## src/rtl/vga_csr_pkg.sv

```systemverilog
// Shared register map, field positions and reset constants for the VGA
// control/status register block. The bench imports this too, so offsets and
// reset values are defined in exactly one place.
package vga_csr_pkg;

  localparam int CSR_ADDR_W = 8;
  localparam int CSR_DATA_W = 32;

  // Byte offsets of every register in the map
  localparam logic [7:0] CSR_CTRL        = 8'h00;
  localparam logic [7:0] CSR_STATUS      = 8'h04;
  localparam logic [7:0] CSR_FB_BASE     = 8'h08;
  localparam logic [7:0] CSR_H_TIMING    = 8'h0C;
  localparam logic [7:0] CSR_V_TIMING    = 8'h10;
  localparam logic [7:0] CSR_INT_STATUS  = 8'h14;
  localparam logic [7:0] CSR_INT_ENABLE  = 8'h18;
  localparam logic [7:0] CSR_FRAME_COUNT = 8'h1C;
  localparam logic [7:0] CSR_SCRATCH     = 8'h20;
  localparam logic [7:0] CSR_ID          = 8'h24;

  // Word index of each register; the two low address bits never decode
  typedef enum logic [5:0] {
    REG_CTRL        = CSR_CTRL[7:2],
    REG_STATUS      = CSR_STATUS[7:2],
    REG_FB_BASE     = CSR_FB_BASE[7:2],
    REG_H_TIMING    = CSR_H_TIMING[7:2],
    REG_V_TIMING    = CSR_V_TIMING[7:2],
    REG_INT_STATUS  = CSR_INT_STATUS[7:2],
    REG_INT_ENABLE  = CSR_INT_ENABLE[7:2],
    REG_FRAME_COUNT = CSR_FRAME_COUNT[7:2],
    REG_SCRATCH     = CSR_SCRATCH[7:2],
    REG_ID          = CSR_ID[7:2]
  } csr_reg_e;

  // Field positions
  localparam int CTRL_W                = 2;
  localparam int CTRL_ENABLE_BIT       = 0;
  localparam int CTRL_TEST_PATTERN_BIT = 1;
  localparam int STATUS_PENDING_BIT    = 0;
  localparam int INT_W                 = 2;
  localparam int INT_VSYNC_BIT         = 0;
  localparam int INT_UNDERFLOW_BIT     = 1;
  localparam int TIMING_W              = 12;
  localparam int TIMING_ACTIVE_LSB     = 0;
  localparam int TIMING_TOTAL_LSB      = 16;

  // Reset constants (640x480 @ 800x525 totals)
  localparam logic [31:0] ID_VALUE_DEFAULT = 32'h5647_4131;
  localparam logic [31:0] FB_BASE_RESET    = 32'h0000_0000;
  localparam logic [31:0] H_TIMING_RESET   = 32'h0320_0280;
  localparam logic [31:0] V_TIMING_RESET   = 32'h020D_01E0;

  // Only the implemented timing bits are stored
  typedef struct packed {
    logic [TIMING_W-1:0] total;
    logic [TIMING_W-1:0] active;
  } timing_t;

  localparam timing_t H_SHADOW_RESET = {H_TIMING_RESET[TIMING_TOTAL_LSB +: TIMING_W],
                                        H_TIMING_RESET[TIMING_ACTIVE_LSB +: TIMING_W]};
  localparam timing_t V_SHADOW_RESET = {V_TIMING_RESET[TIMING_TOTAL_LSB +: TIMING_W],
                                        V_TIMING_RESET[TIMING_ACTIVE_LSB +: TIMING_W]};

  // Expands a stored timing pair back into its register layout
  function automatic logic [31:0] timing_word(input timing_t t);
    logic [31:0] w;
    w = '0;
    w[TIMING_TOTAL_LSB +: TIMING_W]  = t.total;
    w[TIMING_ACTIVE_LSB +: TIMING_W] = t.active;
    return w;
  endfunction

endpackage

```

## src/rtl/vga_shadow_reg.sv

```systemverilog
// One shadow/active register pair. Software writes land in the shadow; the
// active copy that drives the display pipeline only changes on commit, and
// always takes the shadow value as it stood before any same-edge write.
module vga_shadow_reg
  import vga_csr_pkg::*;
#(
  parameter int               WIDTH       = 32,
  parameter logic [WIDTH-1:0] RESET_VALUE = '0
) (
  input  logic             clk,
  input  logic             reset_n,
  input  logic             wr_en,
  input  logic [WIDTH-1:0] wr_data,
  input  logic             commit,
  output logic [WIDTH-1:0] shadow_q,
  output logic [WIDTH-1:0] active_q
);

  logic [WIDTH-1:0] shadow_d;
  logic [WIDTH-1:0] active_d;

  // Next-state: shadow follows writes, active copies the old shadow on commit
  always_comb begin
    shadow_d = shadow_q;
    active_d = active_q;
    if (wr_en) shadow_d = wr_data;
    if (commit) active_d = shadow_q;
  end

  // Shadow and active state, both reset to the same value
  always_ff @(posedge clk or negedge reset_n) begin
    if (!reset_n) begin
      shadow_q <= RESET_VALUE;
      active_q <= RESET_VALUE;
    end else begin
      shadow_q <= shadow_d;
      active_q <= active_d;
    end
  end

endmodule

```

## src/rtl/vga_csr_regs.sv

```systemverilog
// VGA controller CSR block: control, double-buffered framebuffer/timing
// registers, sticky interrupt status with W1C clear, frame counter, scratch
// and ID. Read data is registered and held until the next read.
module vga_csr_regs
  import vga_csr_pkg::*;
#(
  parameter logic [31:0] ID_VALUE = ID_VALUE_DEFAULT
) (
  input  logic                  clk,
  input  logic                  reset_n,
  input  logic [CSR_ADDR_W-1:0] csr_address,
  input  logic                  csr_write,
  input  logic                  csr_read,
  input  logic [CSR_DATA_W-1:0] csr_wr_data,
  output logic [CSR_DATA_W-1:0] csr_rd_data,
  input  logic                  frame_start,
  input  logic                  underflow,
  output logic                  vga_enable,
  output logic                  test_pattern,
  output logic [31:0]           fb_base,
  output logic [TIMING_W-1:0]   h_active,
  output logic [TIMING_W-1:0]   h_total,
  output logic [TIMING_W-1:0]   v_active,
  output logic [TIMING_W-1:0]   v_total,
  output logic                  irq
);

  csr_reg_e addr_reg;
  logic     unused_addr_bits;

  logic wr_ctrl, wr_fb, wr_h, wr_v, wr_int_status, wr_int_enable, wr_scratch;
  logic shadow_wr;
  logic commit;
  logic [INT_W-1:0] int_set;
  logic [INT_W-1:0] int_clr;
  logic [31:0] rd_mux;

  logic [CTRL_W-1:0] ctrl_q, ctrl_d;
  logic              update_pending_q, update_pending_d;
  logic [INT_W-1:0]  int_status_q, int_status_d;
  logic [INT_W-1:0]  int_enable_q, int_enable_d;
  logic [31:0]       frame_count_q, frame_count_d;
  logic [31:0]       scratch_q, scratch_d;
  logic [31:0]       rd_data_q, rd_data_d;
  logic              irq_q, irq_d;

  logic [31:0] fb_shadow, fb_active;
  timing_t     timing_wr;
  timing_t     h_shadow, h_active_r;
  timing_t     v_shadow, v_active_r;

  assign addr_reg         = csr_reg_e'(csr_address[7:2]);
  assign unused_addr_bits = ^csr_address[1:0];
  assign timing_wr        = {csr_wr_data[TIMING_TOTAL_LSB +: TIMING_W],
                             csr_wr_data[TIMING_ACTIVE_LSB +: TIMING_W]};

  // Decode write strobes; unmapped and read-only words get no strobe
  always_comb begin
    wr_ctrl       = 1'b0;
    wr_fb         = 1'b0;
    wr_h          = 1'b0;
    wr_v          = 1'b0;
    wr_int_status = 1'b0;
    wr_int_enable = 1'b0;
    wr_scratch    = 1'b0;
    if (csr_write) begin
      case (addr_reg)
        REG_CTRL:       wr_ctrl       = 1'b1;
        REG_FB_BASE:    wr_fb         = 1'b1;
        REG_H_TIMING:   wr_h          = 1'b1;
        REG_V_TIMING:   wr_v          = 1'b1;
        REG_INT_STATUS: wr_int_status = 1'b1;
        REG_INT_ENABLE: wr_int_enable = 1'b1;
        REG_SCRATCH:    wr_scratch    = 1'b1;
        default:        ;
      endcase
    end
  end

  // Read mux over current register state, so a same-cycle write returns the old value
  always_comb begin
    rd_mux = '0;
    case (addr_reg)
      REG_CTRL:        rd_mux[CTRL_W-1:0]        = ctrl_q;
      REG_STATUS:      rd_mux[STATUS_PENDING_BIT] = update_pending_q;
      REG_FB_BASE:     rd_mux                    = fb_shadow;
      REG_H_TIMING:    rd_mux                    = timing_word(h_shadow);
      REG_V_TIMING:    rd_mux                    = timing_word(v_shadow);
      REG_INT_STATUS:  rd_mux[INT_W-1:0]         = int_status_q;
      REG_INT_ENABLE:  rd_mux[INT_W-1:0]         = int_enable_q;
      REG_FRAME_COUNT: rd_mux                    = frame_count_q;
      REG_SCRATCH:     rd_mux                    = scratch_q;
      REG_ID:          rd_mux                    = ID_VALUE;
      default:         rd_mux                    = '0;
    endcase
  end

  // Next-state for all flat registers; a shadow write outranks a commit's clear of pending
  always_comb begin
    shadow_wr = wr_fb | wr_h | wr_v;
    commit    = !ctrl_q[CTRL_ENABLE_BIT] || (update_pending_q && frame_start);

    ctrl_d = ctrl_q;
    if (wr_ctrl) ctrl_d = csr_wr_data[CTRL_W-1:0];

    update_pending_d = update_pending_q;
    if (commit) update_pending_d = 1'b0;
    if (shadow_wr) update_pending_d = 1'b1;

    int_set                    = '0;
    int_set[INT_VSYNC_BIT]     = frame_start;
    int_set[INT_UNDERFLOW_BIT] = underflow;
    int_clr                    = wr_int_status ? csr_wr_data[INT_W-1:0] : '0;
    int_status_d               = (int_status_q & ~int_clr) | int_set;

    int_enable_d = int_enable_q;
    if (wr_int_enable) int_enable_d = csr_wr_data[INT_W-1:0];

    frame_count_d = frame_count_q;
    if (ctrl_q[CTRL_ENABLE_BIT] && frame_start) frame_count_d = frame_count_q + 32'd1;

    scratch_d = scratch_q;
    if (wr_scratch) scratch_d = csr_wr_data;

    irq_d     = |(int_status_q & int_enable_q);
    rd_data_d = csr_read ? rd_mux : rd_data_q;
  end

  // Register state with asynchronous active-low reset
  always_ff @(posedge clk or negedge reset_n) begin
    if (!reset_n) begin
      ctrl_q           <= '0;
      update_pending_q <= 1'b0;
      int_status_q     <= '0;
      int_enable_q     <= '0;
      frame_count_q    <= '0;
      scratch_q        <= '0;
      rd_data_q        <= '0;
      irq_q            <= 1'b0;
    end else begin
      ctrl_q           <= ctrl_d;
      update_pending_q <= update_pending_d;
      int_status_q     <= int_status_d;
      int_enable_q     <= int_enable_d;
      frame_count_q    <= frame_count_d;
      scratch_q        <= scratch_d;
      rd_data_q        <= rd_data_d;
      irq_q            <= irq_d;
    end
  end

  vga_shadow_reg #(.WIDTH(32), .RESET_VALUE(FB_BASE_RESET)) u_fb_base (
    .clk      (clk),
    .reset_n  (reset_n),
    .wr_en    (wr_fb),
    .wr_data  (csr_wr_data),
    .commit   (commit),
    .shadow_q (fb_shadow),
    .active_q (fb_active)
  );

  vga_shadow_reg #(.WIDTH($bits(timing_t)), .RESET_VALUE(H_SHADOW_RESET)) u_h_timing (
    .clk      (clk),
    .reset_n  (reset_n),
    .wr_en    (wr_h),
    .wr_data  (timing_wr),
    .commit   (commit),
    .shadow_q (h_shadow),
    .active_q (h_active_r)
  );

  vga_shadow_reg #(.WIDTH($bits(timing_t)), .RESET_VALUE(V_SHADOW_RESET)) u_v_timing (
    .clk      (clk),
    .reset_n  (reset_n),
    .wr_en    (wr_v),
    .wr_data  (timing_wr),
    .commit   (commit),
    .shadow_q (v_shadow),
    .active_q (v_active_r)
  );

  assign csr_rd_data  = rd_data_q;
  assign irq          = irq_q;
  assign vga_enable   = ctrl_q[CTRL_ENABLE_BIT];
  assign test_pattern = ctrl_q[CTRL_TEST_PATTERN_BIT];
  assign fb_base      = fb_active;
  assign h_active     = h_active_r.active;
  assign h_total      = h_active_r.total;
  assign v_active     = v_active_r.active;
  assign v_total      = v_active_r.total;

endmodule

```

## config.mk

```make
export PLATFORM = sky130hd
export DESIGN_NAME = vga_csr_regs
export DESIGN_NICKNAME = d
export VERILOG_FILES = /design/src/rtl/vga_csr_pkg.sv /design/src/rtl/vga_shadow_reg.sv /design/src/rtl/vga_csr_regs.sv
export SDC_FILE = /design/constraint.sdc
export NUM_CORES = 1
export LEC_CHECK = 0
export CELL_PAD_IN_SITES_DETAIL_PLACEMENT = 1
export CELL_PAD_IN_SITES_GLOBAL_PLACEMENT = 1
export CORE_MARGIN = 1
export CORE_UTILIZATION = 41
export CTS_CLUSTER_SIZE = 20
export DETAILED_ROUTE_END_ITERATION = 8
export PLACE_DENSITY_LB_ADDON = 0.1
export SETUP_SLACK_MARGIN = 0.5
export SYNTH_ARGS = -nofsm -noshare
export SYNTH_HDL_FRONTEND = slang
export SYNTH_HIERARCHICAL = 1
export SYNTH_SLANG_ARGS = --single-unit
```

## constraint.sdc

```tcl
create_clock -name clk -period 1.8 [get_ports clk]
set_input_delay 0.54 -clock clk [delete_from_list [all_inputs] [get_ports clk]]
set_output_delay 0.54 -clock clk [all_outputs]
set_load 0.02 [all_outputs]
```

Yosys cells after proc, flatten, opt, wreduce, memory -nomap -nowiden --
Index checks and enable logic that the tools add are counted.
Storage, ports and cells: flip-flop bits (word level) 264, output and inout bits 115, logic and storage cells 57
Cells by class: equal/unequal tests 9, reductions and logical operators 7, bitwise operators 6, mux-type cells 20, $add $sub $neg 1
Operators by type and width (number):
- $pmux 30 s6 | 1
- $add 32x1->32 const B | 1
- $eq 6x3->1 const B | 4
- $mux 1 | 16
- $eq 6x2->1 const B | 2
- $eq 6x4->1 const B | 2
- $pmux 1 s10 | 1
- $pmux 1 s8 | 1
- $eq 6x1->1 const B | 1
- $logic_not 6->1 | 1
- $and 2x2->2 | 2
- $logic_and 1x1->1 | 2
- $mux 2 | 1
- $not 2->2 | 1
- $or 1x1->1 | 2
- $or 2x2->2 | 1
- $reduce_bool 2->1 | 1
- $reduce_or 2->1 | 1
- $logic_not 1->1 | 1
- $logic_or 1x1->1 | 1

Depth between registers and ports, before layout --
Gate-level depths: netlist (run 1).
depth after elaboration 7, gate-level depth with buffers 8, mapped depth without buffers 5

Hierarchy --
Netlist (run 1), hierarchy kept.
By module, submodules not included:
- vga_csr_regs | times used 1, cells an instance 477, seq. area each 2602.5 um2, area an instance 5362.6 um2
- vga_shadow_reg at u_fb_base | times used 1, cells an instance 136, seq. area each 1601.5 um2, area an instance 2690.1 um2
- vga_shadow_reg at u_v_timing | times used 1, cells an instance 102, seq. area each 1221.2 um2, area an instance 2014.4 um2
- vga_shadow_reg at u_h_timing | times used 1, cells an instance 102, seq. area each 1213.7 um2, area an instance 2006.9 um2

Least setup slack after synthesis (run 1) --
No wires, ideal clock.
path type input to register, from in csr_address[5], to reg u_fb_base.shadow_q[0], buffers on the path 4, arrival 2305 ps, required time 1675 ps, setup slack -630 ps, stages 8, cell sequence buf_6 -> or3_4 -> nor4b_4 -> buf_6 -> and2_1 -> buf_6 -> buf_12 -> mux2_4
Between the ends: longest elaborated chain between the ends 3
RTL lines:
- from (decl) | line vga_csr_regs.sv:11 | input logic [CSR_ADDR_W-1:0] csr_address,
- $eq 6x2->1 | line vga_csr_regs.sv:67 | case (addr_reg)
- $mux 1 | line vga_csr_regs.sv:67
- $mux 1 | line vga_csr_regs.sv:66 | if (csr_write) begin
- via wr_fb | line vga_csr_regs.sv:31 | logic wr_ctrl, wr_fb, wr_h, wr_v, wr_int_status, wr_int_enable, wr_scratch;
- to (signal assigned) | line vga_shadow_reg.sv:36 | shadow_q <= shadow_d;
- to (decl) | line vga_shadow_reg.sv:15 | output logic [WIDTH-1:0] shadow_q,
The timed path passes the listed nets, and every way through them passes these cells. A chain may end at the register's enable or synchronous reset.

Final worst setup path (run 1) --
from in csr_address[6], to reg u_fb_base.shadow_q[4]
Same word-level chain as after synthesis.

==> results of run 1 <==
-- through the flow --
stage	power (mW)	setup slack [ns]	cell area (sq um)
2_1_floorplan	9.097	-0.6197	12390
3_3_place_gp	10.45	-0.8429	14770
3_5_place_dp	10.52	-0.8827	14770
4_1_cts	16.94	0.03009	16810
5_1_grt	18.03	-0.008892	17960
6_report	17.40	0.01451	17960
-- path summary, 6_finish.rpt --
| path | end | slack [ns] | cells after the start |
|---|---|---|---|
| min in group asynchronous | u_h_timing/shadow_q[13] | 0.48 | 2 |
| worst min-delay path | int_status_q[0] | 0.38 | 3 |
| worst max-delay path | u_fb_base/shadow_q[4] | 0.01 | 7 |
| worst min register to register | frame_count_q[30] | 0.51 | 1 |
| max in group asynchronous | frame_count_q[2] | 0.61 | 4 |
| worst max register to register | frame_count_q[16] | 0.07 | 6 |
-- cell type report --
type | count | area [sq um]
repair buffers | 379 | 4238
clock buffers | 45 | 895.9
multi-input cells | 470 | 5522
clock inverters | 8 | 68.82
fillers | 2687 | 10900
well taps | 384 | 480.5
flip-flops and latches | 264 | 6646
inverters | 29 | 108.9
-- worst reg2reg max path, cell delays in order, from the launching register on --
cell and delay (ns):
dfrtp_1 0.47, nand2_1 0.24, nor4_4 0.32, buf_4 0.19
clkbuf_16 0.17, nand3_4 0.08, xnor2_2 0.15
-- synth_stat cells (2+ instances only) --
| cell | count | area share [%] |
|---|---|---|
| inv_1 | 29 | 0.90 |
| and4_1 | 5 | 0.36 |
| or2_2 | 2 | 0.10 |
| and2_1 | 2 | 0.10 |
| nor2_2 | 2 | 0.10 |
| buf_2 | 15 | 0.62 |
| or4b_1 | 2 | 0.17 |
| o2bb2ai_1 | 4 | 0.29 |
| nand2b_1 | 4 | 0.21 |
| mux2_4 | 142 | 18 |
| a2111oi_0 | 4 | 0.29 |
| xor2_1 | 2 | 0.15 |
| or4_1 | 2 | 0.12 |
| nor3_1 | 23 | 0.95 |
| nor2_1 | 21 | 0.65 |
| mux2_2 | 54 | 5.0 |
| nand3_1 | 12 | 0.50 |
| a222oi_1 | 9 | 0.75 |
| o21ai_0 | 3 | 0.12 |
| mux2i_1 | 18 | 1.5 |
| buf_12 | 14 | 2.3 |
| buf_6 | 8 | 0.75 |
| dfrtp_1 | 238 | 49 |
| xnor2_1 | 30 | 2.2 |
| a31oi_1 | 14 | 0.73 |
| a22oi_2 | 5 | 0.52 |
| o221ai_1 | 13 | 0.94 |
| clkbuf_1 | 9 | 0.28 |
| a221oi_1 | 22 | 1.6 |
| nand2_1 | 19 | 0.59 |
| buf_4 | 8 | 0.50 |
| nand4_1 | 12 | 0.62 |
| and3_1 | 5 | 0.26 |
| o2111ai_1 | 13 | 0.94 |
| a21o_1 | 2 | 0.12 |
| nor4_1 | 4 | 0.21 |
| dfstp_2 | 26 | 5.7 |
-- registers in the layout, summed over array words and instances (netlist names) --
register / cells
u_fb_base/active_q: 32
u_v_timing/active_q: 24
frame_count_q: 32
u_v_timing/shadow_q: 24
u_h_timing/shadow_q: 24
scratch_q: 32
int_enable_q: 2
u_h_timing/active_q: 24
csr_rd_data: 32
irq: 1
ctrl_q: 2
int_status_q: 2
u_fb_base/shadow_q: 32
update_pending_q: 1
-- kinds of logic after synthesis --
logic type	count (synthesis)
muxes	216
and+or+nand+nor	123
xor gates and xnor gates	32
adders and majority gates	1
buffers and inverters	84
DFF	264
AOI/OAI and AO/OA	97
-- where the power goes --
| group | internal [mW] | total [mW] | switching (mW) |
|---|---|---|---|
| registers | 6.73 | 7.41 | 0.675 |
| logic | 2.39 | 4.01 | 1.62 |
| clock network | 3.54 | 5.98 | 2.44 |
| total | 12.7 | 17.4 | 4.74 |
-- timing repair --
| action | in CTS | in global routing |
|---|---|---|
| gates cloned | 7 | 12 |
| endpoints found under the hold margin | 29 | 0 |
| hold buffers | 1 | 0 |
| pin swaps | 26 | 61 |
| gates resized for setup | 766 | 117 |
| endpoints found under the setup margin | 374 | 375 |
| setup buffers | 64 | 48 |
-- routing by layer --
| metal | GRT usage (%) | wire length [microns] | share of wire, % | vias to the layer above |
|---|---|---|---|---|
| met5 | 0 | 0 | 0 | - |
| met4 | 6.579 | 881 | 2.2 | 0 |
| met3 | 2.785 | 1272 | 3.2 | 60 |
| met2 | 39.61 | 20530 | 52 | 226 |
| met1 | 32.89 | 17170 | 43 | 4552 |
| li1 | - | - | - | 3738 |
-- cell usage in the layout (no fill, tap or decap), types with 6 or more instances in the layout --
master / n
inv_1: 28
buf_8: 9
nand3_4: 7
buf_12: 32
xnor2_2: 7
dfrtp_2: 6
xnor2_1: 23
a31oi_1: 12
o221ai_1: 12
mux2i_1: 18
clkdlybuf4s50_1: 33
mux2_4: 157
nor2_4: 8
nand2_1: 7
a221oi_1: 11
a222oi_1: 9
buf_16: 9
clkbuf_8: 11
mux2_2: 40
dfrtp_1: 232
clkbuf_16: 37
nand4_1: 12
clkinv_2: 6
buf_4: 143
buf_6: 138
nor3_1: 15
nor2_1: 16
nand2_4: 7
dfstp_2: 26
a221oi_2: 10
o2111ai_1: 10
==> results.txt, run 1 <==
Die ar. - 30,140 sq um
Hold crit path type - in2reg
Synth Area in Compound Gates - 6.808%
Max incr delay on CP - 0.43 ns
Syn Inst Count - 817
DP HPWL - 22.56 mm
Worst skew pair latency - 0.55 ns
CP Max Fanout - 7
Max Fclk - 0.5601 GHz
Syn avg cell area - 14.78 sq um
Worst Tran Pin Value - 0.5709 ns
Final Hold Fails - 0
Async set-or-reset flop fraction in the synthesized netlist - 100.0%
Worst r2r src - frame_count_q[3]
Count of cell types in the netlist - 57
Adder-Cell Fraction of Synth Area - 0.1036%
Post-route insts no fill - 1,579
Routed len/inst - 25.24 microns
Min Hold Slack - 0.3805 ns
Global route overflow - 0
Largest family of logic cells by synthesized area - multiplexers
DRC - 0
WP data arrival - 2.22 ns
Outcome - complete, no violations
Register area share after synthesis - 54.98%
Count of pins over their slew limit - 0
Layout cells sized above 1 - 60.00%
Drt initial violations - 426
Top-Level Pins - 161
Clock Sinks - 264
CTS tree - yes
Most used DFF post-synth - dfrtp_1
Largest net degree at the start of global routing - 52
Die Height - 173.6 microns
Buf/Inv on CP - 3
Worst Setup SP - csr_address[6]
HP Start - frame_start
Crit Path Class - in2reg
Initial Util - 41.84%
PD cells - 968.7 nW/um^2
Crit-path slowest cell - or3_4
Crit path capture type - register
Synth Area in Simple Gates - 5.907%
GRT Util Overall - 23.79%
Count of antenna-violating nets left after detailed routing - 0
CP Cell Sequence - buf_8 -> or3_4 -> nor4b_4 -> and2_4 -> buf_12 -> buf_12 -> mux2_4
N_diodes - 0
Peak VDD IR - 669.5 uV
Leak - 8.416 nW
Via density per instance - 5.431
Setup Skew - 0.009344 ns
IO Port Bufs - 158
Final Critical Period - 1.785 ns
Layout area overhead - 48.75%
Cell Count Post-Placement - 1,394
RD Place Congestion - 0.7796
RSZ-0062 raised after global routing - true
Post-Synth XOR/XNOR Area - 2.321%
Max transition margin - 61.94%
Post-Syn Nets - 864
Required @ worst endpoint - 2.23 ns
Period Utilization, post-route - 99.19%
Fin util - 62.24%
Max cap viols - 0
Final setup vio count - 0
Maximum root-to-sink buffer count - 3
CP top delay family - simple AND/OR/NAND/NOR gates
Netlist Area Pre-Place - 12,070 sq um
Core Region - 28,860 sq um
#FFs+latches synth - 264
Global-route wire length before repair - 55.48 mm
Htree depth - 1
Row Count - 62
Clock transition at path regs - 0.06 ns
Layout Nets - 1,220
CTS root buffer - clkbuf_16
Total CTS buffers - 29
Post-Route WL - 39.85 mm
YS warnings - 6
Sum Neg Setup Slack - 0 ns
CP startpoint kind - input pin
Vias in the first global route - 9,036
Mux share of post-synthesis cell area - 24.47%
Die extent in x - 173.6 microns
Post-synth EDFFs - 0
Initial antenna violation count - 0
Critical path's most frequent cell - buf_12
Vias - 8,576
First drt pass iteration count - 6
Note: power is estimated with default switching activity, not from simulation.
==> inputs of run 2 (changes only) <==
--- a/config.mk
+++ b/config.mk
@@ -8,9 +8,10 @@
 export CELL_PAD_IN_SITES_DETAIL_PLACEMENT = 1
 export CELL_PAD_IN_SITES_GLOBAL_PLACEMENT = 1
 export CORE_MARGIN = 1
-export CORE_UTILIZATION = 41
+export CORE_UTILIZATION = 40
 export CTS_CLUSTER_SIZE = 20
 export DETAILED_ROUTE_END_ITERATION = 8
+export DONT_BUFFER_PORTS = 1
 export PLACE_DENSITY_LB_ADDON = 0.1
 export SETUP_SLACK_MARGIN = 0.5
 export SYNTH_ARGS = -nofsm -noshare
==> results.txt, run 2 (synthesized netlist as in run 1, its figures left out) <==
Register area - 6768 sq um (+1.8%)
Htree depth - 1 (unchanged)
Global route overflow - 0 (unchanged)
Outcome - finished, violations left
Min Hold Slack - -0.3021 ns (-0.6826 ns)
Die extent in x - 175.7 microns (+1.2%)
Commonest non-fill, non-tap cells in the layout - mux2_4, dfrtp_1, dfrtp_2
Global-route wire length before repair - 57.40 mm (+3.5%)
Top-Level Pins - 161 (unchanged)
Failing checks - negative hold slack
Routed len/inst - 28.53 microns (+13%)
Layout Nets - 993 (-19%)
Max transition margin - 52.01% (-9.9 points)
Crit-path slowest cell - dfrtp_1
Sum Neg Setup Slack - 0 ns (unchanged)
Crit Path Class - reg2reg
Via density per instance - 5.695 (+4.9%)
CP Cell Sequence - nand4_1 -> buf_4 -> nor4_4 -> buf_4 -> buf_12 -> nand4_1 -> xnor2_1
N_diodes - 0 (unchanged)
Layout area overhead - 33.64%
Row Count - 63 (+1.6%)
Final Hold Fails - 242 (+242)
CP startpoint kind - register
Maximum root-to-sink buffer count - 3 (unchanged)
Max incr delay on CP - 0.37 ns (-0.06 ns)
Post-route setup slack - 0.09366 ns (+0.07915 ns)
Clock Sinks - 264 (unchanged)
Vias - 7,723 (-9.9%)
Layout cells sized above 1 - 63.35% (+3.4 points)
Max cap viols - 0 (unchanged)
Peak VDD IR - 668.2 uV (-0.19%)
Largest net degree at the start of global routing - 265 (+410%)
First drt pass iteration count - 5 (-1)
FF-to-FF path depth - 7 (+1)
CP Max Fanout - 6 (-1)
Total CTS buffers - 29 (unchanged)
GRT Util Overall - 24.82% (+1.0 points)
Clock transition at path regs - 0.06 ns (about the same)
Worst skew pair latency - 0.55 ns (about the same)
Max Fclk - 0.5860 GHz (+4.6%)
Final setup vio count - 0 (unchanged)
Filler Cells Inserted - 2,796 (+4.1%)
Pre-CTS setup slack - -0.3569 ns (+0.5258 ns)
Crit path capture type - register
Period Utilization, post-route - 94.80% (-4.4 points)
Initial Util - 40.74% (-1.1 points)
Post-Route WL - 38.69 mm (-2.9%)
Final Critical Period - 1.706 ns (-0.07915 ns)
Setup Skew - 0.01368 ns (+0.004332 ns)
DRC - 0 (unchanged)
Initial antenna violation count - 0 (unchanged)
Core Region - 29,640 sq um (+2.7%)
IO Port Bufs - 0 (-100%)
CTS tree - yes
CTS root buffer - clkbuf_16
Required @ worst endpoint - 2.23 ns (about the same)
Die ar. - 30,880 sq um (+2.5%)
PD cells - 986.3 nW/um^2 (+1.8%)
Worst Tran Pin Value - 0.7172 ns (+0.1463 ns)
Leak - 7.141 nW (-15%)
Hold crit path type - in2async
DP HPWL - 21.61 mm (-4.2%)
Most common cell after layout, fill and taps aside - mux2_4
Count of pins over their slew limit - 0 (unchanged)
RSZ-0062 raised after global routing - true
RD Place Congestion - 0.7952 (+2.0%)
Drt initial violations - 471 (+11%)
Count of antenna-violating nets left after detailed routing - 0 (unchanged)
WP data arrival - 2.13 ns (-0.09 ns)
Vias in the first global route - 8,693 (-3.8%)
Die Height - 175.7 microns (+1.2%)
Area occupied by multi-input gates - 5513 sq um (-0.16%)
run 2: cell types whose count changed in the layout (fill, tap and decap cells not counted), sizes merged, moves of 2 or more:
cell           change
buf              -186
clkbuf             -2
clkdlybuf4s50     -33
clkinv             -3
run 2: metrics by stage:
step / utilization, % / instance area [sq um] / instances / total power [mW]
after CTS: 52.40 / 15530 / 1336 / 15.84
after global placement: 43.36 / 12850 / 1206 / 9.371
final: 54.44 / 16140 / 1356 / 15.91
after global routing: 54.44 / 16140 / 1356 / 16.51
after floorplan: - / 12390 / 817 / 9.097
after detailed placement: 43.36 / 12850 / 1206 / 9.465
run 2: what timing repair did:
action	CTS	global route
buffers inserted	53	14
cloned	26	6
pin swaps	53	38
endpoints found under the hold margin	264	264
setup endpoints to repair	373	373
resized for setup	235	64
run 2: final timing paths:
path,start,end,slack [ns]
worst max register to register,frame_count_q[5],frame_count_q[25],0.09
max in group asynchronous,reset_n,u_v_timing/shadow_q[6],1.73
worst min-delay path,reset_n,u_h_timing/active_q[18],-0.30
worst max-delay path,frame_count_q[5],frame_count_q[25],0.09
min in group clk,underflow,int_status_q[1],0.09
worst min register to register,frame_count_q[31],frame_count_q[31],0.49
run 2: cell type report:
type | count | area share (%)
Multi-Input combinational cell | 469 | 34.17
Clock buffer | 47 | 5.226
Tap cell | 390 | 3.024
Clock inverter | 4 | 0.2792
Timing Repair Buffer | 153 | 14.69
Inverter | 29 | 0.6746
Sequential cell | 264 | 41.94
run 2: power by group:
part	switching (mW)	internal (mW)	total (mW)	leakage [nW]
combinational	0.799	1.60	2.39	3.43
sequential	1.06	6.79	7.86	3.27
clock	2.36	3.31	5.67	0.435
total	4.22	11.7	15.9	7.14
run 2: per-layer routing:
| metal | track usage, % | routed length [microns] | up-vias |
|---|---|---|---|
| li1 | - | - | 3291 |
| met1 | 31.87 | 16010 | 4132 |
| met2 | 42.16 | 19310 | 240 |
| met3 | 5.325 | 2554 | 60 |
| met4 | 6.739 | 811 | 0 |
| met5 | 0 | 0 | - |
run 2: worst max-delay path: cells and delay by family (launching register included):
kind / cells / cell delay, ns
buffers and inverters: 3 / 0.50
and+or+nand+nor: 3 / 0.56
DFF: 1 / 0.37
xor gates and xnor gates: 1 / 0.16
==> inputs of run 3 (changes only) <==
--- a/config.mk
+++ b/config.mk
@@ -7,7 +7,7 @@
 export LEC_CHECK = 0
 export CELL_PAD_IN_SITES_DETAIL_PLACEMENT = 1
 export CELL_PAD_IN_SITES_GLOBAL_PLACEMENT = 1
-export CORE_MARGIN = 1
+export CORE_MARGIN = 3
 export CORE_UTILIZATION = 40
 export CTS_CLUSTER_SIZE = 20
 export DETAILED_ROUTE_END_ITERATION = 8
==> results.txt, run 3 (synthesized netlist as in run 1, its figures left out) <==
CTS root buffer - clkbuf_16
Core Region - 29,250 sq um (-1.3%)
Crit Path Class - reg2reg
DP HPWL - 21.70 mm (+0.40%)
Filler Cells Inserted - 2,670 (-4.5%)
Setup Skew - 0.01397 ns (+0.0002945 ns)
Count of antenna-violating nets left after detailed routing - 0 (unchanged)
Switch share - 26.39% (-0.12 points)
Worst skew pair latency - 0.57 ns (+0.02 ns)
Row Count - 62 (-1.6%)
Drt initial violations - 435 (-7.6%)
GRT Util Overall - 23.06% (-1.8 points)
Via density per instance - 5.729 (+0.60%)
Crit path capture type - register
First drt pass iteration count - 5 (unchanged)
Post-Route WL - 39.85 mm (+3.0%)
PD cells - 1005 nW/um^2 (+1.9%)
Period Utilization, post-route - 99.75% (+5.0 points)
Commonest non-fill, non-tap cells in the layout - mux2_4, dfrtp_1, dfrtp_2
Required @ worst endpoint - 2.23 ns (about the same)
Final Hold Fails - 242 (unchanged)
Htree depth - 1 (unchanged)
Internal power - 12.11 mW (+3.5%)
Max transition margin - 43.73% (-8.3 points)
Psw - 4.342 mW (+2.9%)
Final instance area - 16,370 sq um (+1.5%)
CP startpoint kind - register
Min Hold Slack - -0.3124 ns (-0.01029 ns)
Routed wl met2 - 20.12 mm (+4.2%)
Total Power - 16.45 mW (+3.4%)
Logic gate share of total power - 13.6% (-1.4 points)
Final setup vio count - 0 (unchanged)
Initial Util - 41.29% (+0.55 points)
Total CTS buffers - 30 (+3.4%)
Die extent in x - 179.7 microns (+2.3%)
Cell Count Post-Placement - 1,198 (-0.66%)
Layout cells sized above 1 - 65.91% (+2.6 points)
Global-route wire length before repair - 57.50 mm (+0.18%)
Clk pwr share - 38.4% (+2.8 points)
Layout Nets - 988 (-0.50%)
Layout area overhead - 35.61%
Maximum root-to-sink buffer count - 3 (unchanged)
Clock transition at path regs - 0.06 ns (about the same)
WP data arrival - 2.22 ns (+0.09 ns)
RSZ-0062 raised after global routing - true
Sequential share of power - 48.0% (-1.4 points)
Leak - 7.221 nW (+1.1%)
Post-route setup slack - 0.004422 ns (-0.08924 ns)
Clock Sinks - 264 (unchanged)
Most common cell after layout, fill and taps aside - mux2_4
Post-DP Area - 12,790 sq um (-0.47%)
Pre-CTS setup slack - -0.3996 ns (-0.04265 ns)
Max Fclk - 0.5569 GHz (-5.0%)
Post-route insts no fill - 1,349 (-0.52%)
Top-Level Pins - 161 (unchanged)
Initial antenna violation count - 0 (unchanged)
Met1 Routed Length - 15.84 mm (-1.1%)
Hold crit path type - in2async
Peak VDD IR - 682.7 uV (+2.2%)
Met3 WL - 2.716 mm (+6.3%)
Sum Neg Setup Slack - 0 ns (unchanged)
Final Critical Period - 1.796 ns (+0.08924 ns)
Vias in the first global route - 8,668 (-0.29%)
Die Height - 179.7 microns (+2.3%)
IO Port Bufs - 0 (unchanged)
Count of pins over their slew limit - 0 (unchanged)
Max cap viols - 0 (unchanged)
Largest net degree at the start of global routing - 265 (unchanged)
Outcome - finished, violations left
Failing checks - negative hold slack
N_diodes - 0 (unchanged)
Vias - 7,729 (+0.078%)
Top sig layer - met4
Fin util - 55.99% (+1.5 points)
Worst Tran Pin Value - 0.8441 ns (+0.1269 ns)
Routed len/inst - 29.54 microns (+3.5%)
CP Max Fanout - 5 (-1)
Die ar. - 32,310 sq um (+4.6%)
DRC - 0 (unchanged)
CTS tree - yes
Global route overflow - 0 (unchanged)
RD Place Congestion - 0.7536 (-5.2%)
run 3: critical path: stages (launching register included):
cell and delay, ns:
dfrtp_1 0.37, ha_2 0.21, nand4_1 0.23, nor4_4 0.23, buf_6 0.18, buf_12 0.13
nand4_1 0.13, xnor2_1 0.17
run 3: power groups by stage:
stage,clock network (mW),registers [mW],logic [mW]
final,6.32,7.89,2.24
after global placement,0,7.86,1.53
after CTS,6.45,7.87,2.09
after global routing,6.72,7.99,2.36
after floorplan,0,7.66,1.44
after detailed placement,0,7.91,1.59
run 3: per-layer routing:
| metal | vias to the layer above | track usage (%) |
|---|---|---|
| li1 | 3282 | - |
| met1 | 4126 | 28.05 |
| met2 | 252 | 39.90 |
| met3 | 69 | 6.629 |
| met4 | 0 | 6.900 |
| met5 | - | 0 |
run 3: final timing paths:
kind / from / end / slack, ns / depth (start not counted)
max reg2reg: frame_count_q[0] / frame_count_q[20] / 0.004 / 7
max: frame_count_q[0] / frame_count_q[20] / 0.004 / 7
min: reset_n / u_h_timing/active_q[14] / -0.31 / 0
min reg2reg: frame_count_q[31] / frame_count_q[31] / 0.50 / 1
max in group asynchronous: reset_n / u_fb_base/active_q[24] / 1.36 / 0
min in group clk: underflow / int_status_q[1] / 0.07 / 1
run 3: layout make-up:
| type | count | area [sq um] | share of cell area (%) |
|---|---|---|---|
| Sequential cell | 264 | 6770 | 41.35 |
| Multi-Input combinational cell | 469 | 5698 | 34.80 |
| Timing Repair Buffer | 147 | 2291 | 13.99 |
| Clock buffer | 50 | 905.9 | 5.533 |
| Tap cell | 384 | 480.5 | 2.934 |
| Clock inverter | 6 | 116.4 | 0.7107 |
| Inverter | 29 | 111.4 | 0.6801 |
run 3: what timing repair did:
action | CTS | global route
hold endpoints to repair | 264 | 264
setup endpoints to repair | 369 | 374
gates resized for setup | 243 | 99
buffers inserted | 44 | 24
pin swaps | 50 | 69
cloned | 22 | 5
